==> src/rtl/opram_fetch.sv <==
// Read-side fetch unit for the op RAM: issues sequential reads, tracks them through the
// RAM latency with a tag pipeline, and buffers returned ops for the decoder.
module opram_fetch #(
  parameter int ADDR_W = 4,
  parameter int DATA_W = 8,
  parameter int RD_LAT = 2,
  parameter int DEPTH  = RD_LAT + 2
) (
  input  logic              clk,
  input  logic              rst,
  input  logic              start,
  input  logic [ADDR_W-1:0] start_addr,
  input  logic              halt,
  input  logic              jmp_valid,
  input  logic [ADDR_W-1:0] jmp_addr,
  input  logic              wr_busy,
  output logic              ram_rd_en,
  output logic [ADDR_W-1:0] ram_addr,
  input  logic [DATA_W-1:0] ram_dout,
  output logic              op_valid,
  output logic [DATA_W-1:0] op,
  output logic [ADDR_W-1:0] op_addr,
  input  logic              op_ready,
  output logic              busy
);

  localparam int PW = (DEPTH > 1) ? $clog2(DEPTH) : 1;
  localparam int CW = $clog2(DEPTH + RD_LAT + 1) + 1;

  typedef enum logic {IDLE = 1'b0, RUN = 1'b1} state_t;

  // Handshake: an op moves to the decoder on any cycle where op_valid && op_ready;
  // op/op_addr are held while op_valid && !op_ready, and op_valid only falls after a
  // transfer, on a jump, or on reset.

  state_t            state;
  logic [ADDR_W-1:0] pc;
  logic [RD_LAT-1:0] tag_v;
  logic [ADDR_W-1:0] tag_a    [RD_LAT];
  logic [DATA_W-1:0] buf_op   [DEPTH];
  logic [ADDR_W-1:0] buf_addr [DEPTH];
  logic [PW-1:0]     rd_ptr;
  logic [PW-1:0]     wr_ptr;
  logic [CW-1:0]     count;
  logic [CW-1:0]     inflight;
  logic [CW-1:0]     credit;
  logic              pop;
  logic              push;
  logic              do_jump;
  logic              issue;

  function automatic logic [PW-1:0] next_ptr(input logic [PW-1:0] p);
    return (p == PW'(DEPTH - 1)) ? '0 : p + 1'b1;
  endfunction

  always_comb begin
    inflight = '0;
    for (int i = 0; i < RD_LAT; i++) begin
      inflight = inflight + CW'(tag_v[i]);
    end
  end

  assign op_valid = (count != '0);
  assign op       = op_valid ? buf_op[rd_ptr]   : '0;
  assign op_addr  = op_valid ? buf_addr[rd_ptr] : '0;
  assign pop      = op_valid & op_ready;

  // Reads in flight are counted as already occupying a buffer slot, so a
  // returning op always has room even if the decoder stalls.
  assign credit   = count + inflight - CW'(pop);
  assign do_jump  = (state == RUN) & jmp_valid & ~halt;
  assign issue    = (state == RUN) & ~halt & ~jmp_valid & ~wr_busy & (credit < CW'(DEPTH));
  assign push     = tag_v[RD_LAT-1] & ~do_jump;

  assign ram_rd_en = issue;
  assign ram_addr  = pc;
  assign busy      = (state == RUN) | (inflight != '0);

  always_ff @(posedge clk) begin
    if (rst) begin
      state  <= IDLE;
      pc     <= '0;
      tag_v  <= '0;
      rd_ptr <= '0;
      wr_ptr <= '0;
      count  <= '0;
    end else begin
      if (state == IDLE) begin
        if (start && !halt) begin
          state <= RUN;
          pc    <= start_addr;
        end
      end else begin
        if (halt) begin
          state <= IDLE;
        end else if (jmp_valid) begin
          pc <= jmp_addr;
        end else if (issue) begin
          pc <= pc + 1'b1;
        end
      end

      tag_v[0] <= issue;
      for (int i = 1; i < RD_LAT; i++) begin
        tag_v[i] <= tag_v[i-1] & ~do_jump;
      end

      if (do_jump) begin
        rd_ptr <= '0;
        wr_ptr <= '0;
        count  <= '0;
      end else begin
        if (push) wr_ptr <= next_ptr(wr_ptr);
        if (pop)  rd_ptr <= next_ptr(rd_ptr);
        count <= count + CW'(push) - CW'(pop);
      end
    end
  end

  // Datapath storage carries no reset; validity is tracked by tag_v and count.
  always_ff @(posedge clk) begin
    tag_a[0] <= pc;
    for (int i = 1; i < RD_LAT; i++) begin
      tag_a[i] <= tag_a[i-1];
    end
    if (push) begin
      buf_op[wr_ptr]   <= ram_dout;
      buf_addr[wr_ptr] <= tag_a[RD_LAT-1];
    end
  end

  no_overflow: assert property (@(posedge clk) disable iff (rst)
    !(push && !pop && (count == CW'(DEPTH))));

endmodule

==> config.mk <==
export PLATFORM = sky130hd
export DESIGN_NAME = opram_fetch
export DESIGN_NICKNAME = d
export VERILOG_FILES = /design/src/rtl/opram_fetch.sv
export SDC_FILE = /design/constraint.sdc
export NUM_CORES = 1
export LEC_CHECK = 0
export BUFFER_PORTS_ARGS = -buffer_cell sky130_fd_sc_hd__buf_2
export CORE_MARGIN = 2
export CORE_UTILIZATION = 55
export CTS_CLUSTER_SIZE = 8
export DETAILED_ROUTE_END_ITERATION = 12
export PLACE_DENSITY = 0.8
export SYNTH_ARGS = -nofsm -noshare
export SYNTH_HDL_FRONTEND = slang
export SYNTH_SLANG_ARGS = --single-unit
==> constraint.sdc <==
create_clock -name clk -period 4.33 [get_ports clk]
set_clock_uncertainty 0.15 [all_clocks]
set_input_delay 0.866 -clock clk [delete_from_list [all_inputs] [get_ports clk]]
set_output_delay 0.866 -clock clk [all_outputs]
set_load 0.02 [all_outputs]
==> flow_metrics.tcl, run 1 <==
set metrics [dict create \
    outcome "completed" \
    htreeDepth 3 \
    required_ps 3310 \
    drv_cap 0 \
    grt_util_met1_pct 20.14 \
    drc 0 \
    clockBufferDepth 2 \
    syn_to_final_growth_pct 14.14 \
    antennaDiodeCount 0 \
    antenna_found_initial 0 \
    crit_path_end_kind "output pin" \
    fmax_mhz 261.2 \
    drive_above_1_share_pct 29.39 \
    crit_slowest_cell "o31ai_4" \
    die_y_um 79.27 \
    met2_usage_pct 28.64 \
    yosysMostFrequentCell "edfxtp_1" \
    clock_latency_ps 330 \
    min_period_ps 3829 \
    ys_ff_latch 73 \
    synth-async-reset-ratio_pct 0 \
    drt_pass1_iterations 4 \
    via_per_inst 5.045 \
    crit_top_cell "inv_1" \
    min_to "tag_a[0][5]" \
    cp_num_buf_inv 5 \
    vias 1685 \
    gr-max-usage-layer "met2" \
    syn_nets 252 \
    gp_congestion 0.7437 \
    p_int_mw 1.249 \
    slew_viol_final 0 \
    setup_viol 0 \
    postSynthAreaPerCell_sq_um 14.77 \
    p_clk_share_pct 23.7 \
    worstSetupPathType "reg -> out" \
    netlist_area_sq_mm 0.003115 \
    cp_data_arrival_time_ps 2810 \
    gr-usage-met3_pct 4.432 \
    timing.setup.tns_ps 0 \
    cp_top_family "adder cells" \
    switching_share_pct 32.70 \
    tightest_slew_ps 819.1 \
    core_area_sq_mm 0.005473 \
    grt_usage_pct 16.88 \
    fin_nets 298 \
    crit_chain "inv_1 > ha_1 > nor3b_4 > nand2b_1 > inv_1 > ha_1 > inv_1 > ha_1 > nand3b_4 > and3_4 > o31ai_4 > inv_1 > buf_2" \
    worstPathMaxFanout 10 \
    worstHoldStart "tag_a[0][1]" \
    cts-buffers-inserted 9 \
    ys_types 36 \
    area.sequential_sq_mm 0.001942 \
    overflow 0 \
    cpPeakStageDelay_ps 460 \
    ant_nets 0 \
    tritoncts "built" \
    dr.first_iter.drc_count 92 \
    reg2reg_depth 13 \
    synth.top_cell.area_share_pct 46.27 \
    clkTransAtPathRegs_ps 70 \
    fin_crit_sh_pct 88.43 \
    synth_edf_count 48 \
    cts.sinks 73 \
    wl_um 4812 \
    start_util_pct 56.93 \
    hp-class "reg -> reg" \
    crit_cells 13 \
    grt_max_degree 15 \
    ir_drop_v 0.0003373 \
    startpoint_type "flip-flop" \
    holdPathStages 0 \
    rr_startpoint "count[2]" \
    hold_violations 0 \
    leakagePower_nw 1.408 \
    die-area_sq_mm 0.006283 \
    postCtsHoldBufs 0 \
    ios 42 \
    ys.warnings.count 0 \
    num-fill-cells 417 \
    grt_first_pass_wirelength_um 7734 \
    synthTopCellsByArea "edfxtp_1, dfxtp_1, mux4_2" \
    pwr_density_cell_mw_per_mm2 522.0 \
    rr_endpoint "ram_addr[3]" \
    slew_headroom_pct 45.32 \
    seqPwrFrac_pct 45.1 \
    hold_ws_ps 178.7 \
    p_comb_share_pct 31.2 \
    dp_hpwl_um 3334 \
    avgRoutedWirePerCell_um 14.41 \
    yosysSeqAreaShare_pct 62.33 \
    p_switching_uw 606.9 \
    rsz0062_at_grt "false" \
    syn_inst 211 \
    die_x_um 79.27 \
    yosys-top-cells-count "edfxtp_1, dfxtp_1, inv_1" \
    num_rows 27 \
    synth_top_cell_by_area "edfxtp_1" \
    io_buffers 41 \
    root_buffer "clkbuf_8" \
    synth-main-ff-cell "edfxtp_1" \
    r2r_setup_slack_ps 1480 \
    grt_pass1_vias 1644 \
    multi_input_area_sq_mm 0.001062 \
]
[power groups by stage]
| stage | Combinational (mW) | Sequential [mW] | Clock (mW) |
|---|---|---|---|
| finish | 0.580 | 0.837 | 0.440 |
| CTS | 0.581 | 0.839 | 0.450 |
| global placement | 0.557 | 0.848 | 0 |
| floorplan | 0.448 | 0.821 | 0 |
| detailed placement | 0.570 | 0.852 | 0 |
| global route | 0.650 | 0.844 | 0.477 |
[cell families (layout without fill, tap and decap cells)]
logic type      after synthesis  count (layout)  synth area share, %
compound gates               18              18                4.980
flops                        73              73                62.33
xor+xnor                      4               4                1.125
buf+inv                      30              81                3.935
mux                          15              15                9.639
fa+ha+maj                    18              18                7.470
simple gates                 53              53                10.52
[metal layers]
layer / part of all wire (%) / up-vias
met5: 0 / -
met4: 1.3 / 0
met3: 4.1 / 6
met2: 49 / 43
met1: 46 / 775
li1: - / 861
[stage by stage]
| stage | utilization [%] | cell area, sq um | setup WS (ps) | power, mW | cells |
|---|---|---|---|---|---|
| after floorplan | - | 3115 | 956.5 | 1.268 | 211 |
| after detailed placement | 61.75 | 3379 | 303.6 | 1.421 | 317 |
| after global placement | 61.75 | 3379 | 393.5 | 1.405 | 317 |
| after CTS | 64.84 | 3548 | 114.6 | 1.870 | 333 |
| after global routing | 64.97 | 3556 | 306.7 | 1.971 | 334 |
| final | 64.97 | 3556 | 501.1 | 1.856 | 334 |
[worst register-to-register path, delay by kind of cell (launching register included)]
family,cells,cell delay (ps)
buf+inv,3,210
flops,1,310
compound gates,3,840
fa+ha+maj,3,630
simple gates,4,620
[registers in the layout, indices dropped and copies added, names as in the netlist, named ones only]
name	flops
state	1
buf_addr	16
tag_a	8
buf_op	32
wr_ptr	2
rd_ptr	2
tag_v	2
count	4
ram_addr	4
[cells in the final DEF (no fill, tap or decap), drive strengths merged, types with 2 or more instances in the layout]
master,instances
o21ai,2
ha,17
nand2,3
a21oi,6
nand2b,3
nand3b,2
nor3,3
a221o,2
nor2,13
nand3,3
mux4,12
edfxtp,48
a311oi,2
clkbuf,10
nor3b,2
dfxtp,25
and3,5
xnor2,3
buf,42
nor2b,15
clkinv,5
inv,23
mux2i,3
a221oi,3
a21o,2
[cell type report]
type / instances / area share (%)
Clock buffer: 10 / 3.589
Clock inverter: 6 / 0.9852
Inverter: 23 / 2.428
Multi-Input combinational cell: 108 / 29.87
Sequential cell: 73 / 54.61
Tap cell: 72 / 2.533
Timing Repair Buffer: 42 / 5.982
[how the worst max path moves through the flow]
| stage | startpoint | endpoint | slack (ps) |
|---|---|---|---|
| 5_1_grt | count[2] | ram_rd_en | 310 |
| 3_3_place_gp | count[2] | ram_rd_en | 390 |
| 2_1_floorplan | count[2] | ram_rd_en | 960 |
| 3_5_place_dp | count[2] | ram_rd_en | 300 |
| 4_1_cts | count[2] | ram_rd_en | 110 |
| 6_report | count[2] | ram_rd_en | 500 |
[timing repair]
item | in CTS | in global routing
buffers inserted | 0 | 1
setup endpoints to repair | 1 | 1
pin swaps | 0 | 0
resized for setup | 1 | 0
Note: power is estimated with default switching activity, not from simulation.
==> run 2, diff against run 1 <==
--- a/config.mk
+++ b/config.mk
@@ -5,12 +5,13 @@
 export SDC_FILE = /design/constraint.sdc
 export NUM_CORES = 1
 export LEC_CHECK = 0
+export ABC_AREA = 1
 export BUFFER_PORTS_ARGS = -buffer_cell sky130_fd_sc_hd__buf_2
 export CORE_MARGIN = 2
 export CORE_UTILIZATION = 55
 export CTS_CLUSTER_SIZE = 8
 export DETAILED_ROUTE_END_ITERATION = 12
-export PLACE_DENSITY = 0.8
+export PLACE_DENSITY = 0.82
 export SYNTH_ARGS = -nofsm -noshare
 export SYNTH_HDL_FRONTEND = slang
 export SYNTH_SLANG_ARGS = --single-unit
==> flow_metrics.tcl, run 2 <==
set metrics [dict create \
    outcome "completed" \
    power.total_mw 2.028 \
    yosysMostFrequentCell "nor2_1" \
    drc 0 \
    root_buffer "clkbuf_8" \
    netlist_area_sq_mm 0.003125 \
    fin_crit_sh_pct 89.35 \
    antenna_found_initial 0 \
    detailedPlace.worstSlack_ps 546.6 \
    setup_viol 0 \
    drt_pass1_iterations 4 \
    slew_headroom_pct 24.87 \
    syn_to_final_growth_pct 15.45 \
    htreeDepth 3 \
    clkTransAtPathRegs_ps 70 \
    die_y_um 79.39 \
    finalWorstSetupSlack_ps 461.3 \
    leakagePower_nw 1.514 \
    synth_edf_count 48 \
    drive_above_1_share_pct 18.82 \
    postCtsHoldBufs 0 \
    worstSetupPathType "reg -> out" \
    die-area_sq_mm 0.006302 \
    wl_um 5624 \
    min_period_ps 3869 \
    postSynthAreaPerCell_sq_um 10.21 \
    grt_pass1_vias 2104 \
    start_util_pct 56.76 \
    tightest_slew_ps 1123 \
    cts.sinks 73 \
    gp_congestion 0.8016 \
    grt_max_degree 26 \
    ys_types 22 \
    grt_usage_pct 19.97 \
    synthTopCellsByArea "edfxtp_1, dfxtp_1, nor2_1" \
    vias 2196 \
    yosys-top-cells-count "nor2_1, edfxtp_1, inv_1" \
    clock_latency_ps 340 \
    top_regs "buf_op: 32 flops, buf_addr: 16 flops, tag_a: 8 flops" \
    r2r_setup_slack_ps 1470 \
    syn_nets 347 \
    overflow 0 \
    layout_commonest_cell "nor2_1" \
    cts-buffers-inserted 9 \
    synth-async-reset-ratio_pct 0 \
    hp-class "reg -> reg" \
    rsz0062_at_grt "false" \
    ys_ff_latch 73 \
    avgRoutedWirePerCell_um 13.14 \
    ir_drop_v 0.0002795 \
    fin_util_pct 65.53 \
    dp_hpwl_um 3759 \
    tritoncts "built" \
    fin_nets 392 \
    io_buffers 41 \
    via_per_inst 5.131 \
    syn_inst 306 \
    timing.setup.tns_ps 0 \
    drv_cap 0 \
    pwr_density_cell_mw_per_mm2 562.1 \
    die_x_um 79.39 \
    slew_viol_final 0 \
    clockBufferDepth 2 \
    final_cell_mix "nor2_1, edfxtp_1, buf_2" \
    worstPathMaxFanout 13 \
    largest_reg_flops 32 \
    grt_first_pass_wirelength_um 9328 \
    synth.top_cell.area_share_pct 46.12 \
    hold_violations 0 \
    crit_path_end_kind "output pin" \
    required_ps 3310 \
    cp_data_arrival_time_ps 2850 \
    fmax_mhz 258.5 \
    top_register "buf_op" \
    startpoint_type "flip-flop" \
    dr.first_iter.drc_count 143 \
    num_rows 27 \
    synth-main-ff-cell "edfxtp_1" \
    ios 42 \
    core_area_sq_mm 0.005507 \
    antennaDiodeCount 0 \
    hold_ws_ps 179.2 \
    ant_nets 0 \
    synth_top_cell_by_area "edfxtp_1" \
    ys.warnings.count 0 \
    yosysSeqAreaShare_pct 62.13 \
]
==> run 2: power by group <==
group	total, mW	switching (mW)	leakage [nW]	internal, mW
Sequential	0.847	0.0643	0.640	0.783
Clock	0.535	0.239	0.103	0.295
Combinational	0.647	0.421	0.771	0.225
==> run 2: cells by family after synthesis <==
family / after synthesis / share of synthesized area (%)
fa+ha+maj: 18 / 7.446
simple gates: 111 / 14.73
mux: 1 / 0.3203
compound gates: 58 / 9.688
buf+inv: 44 / 5.404
flops: 73 / 62.13
xor+xnor: 1 / 0.2803
==> run 2: metal layers <==
| layer | vias up | share of wire, % | track usage, % |
|---|---|---|---|
| met5 | - | 0 | 0 |
| met4 | 0 | 1.9 | 9.655 |
| met3 | 14 | 5.5 | 5.543 |
| met2 | 71 | 50 | 33.73 |
| met1 | 999 | 42 | 23.57 |
| li1 | 1112 | - | - |
==> run 2: final timing paths <==
check	cells after the start	startpoint	end
max	16	count[2]	ram_rd_en
min	0	tag_a[0][2]	tag_a[0][6]
max reg2reg	14	count[2]	count[2]
min reg2reg	0	tag_a[0][2]	tag_a[0][6]
==> run 2: through the flow <==
step / std cells / area [sq um]
finish: 428 / 3608
global route: 428 / 3608
CTS: 428 / 3606
detailed placement: 412 / 3395
global placement: 412 / 3395
floorplan: 306 / 3126
==> run 2: area by class of cell <==
type                       instances  area [sq um]
inverter                          36         135.1
tap                               72         90.09
sequential                        73          1942
clock inverter                     2         16.27
timing repair buffer              42         212.7
clock buffer                      14         195.2
multi-input combinational        189          1017
fill                             425          1898
==> run 2: what timing repair did <==
action	in CTS	in global routing
gates resized for setup	0	1
setup endpoints to repair	0	1
setup buffers	0	0
==> run 2: critical path, stage by stage, from the launching register on <==
cell and delay (ps):
dfxtp_1 300, inv_1 90, ha_1 160, nand2_1 60, nor2_2 480, inv_1 110
nand2_1 100, inv_1 90, ha_1 210, inv_1 60, ha_1 240, nand3_1 110
a21oi_1 80, nor2_2 150, nand2_4 90, inv_1 60, buf_2 150
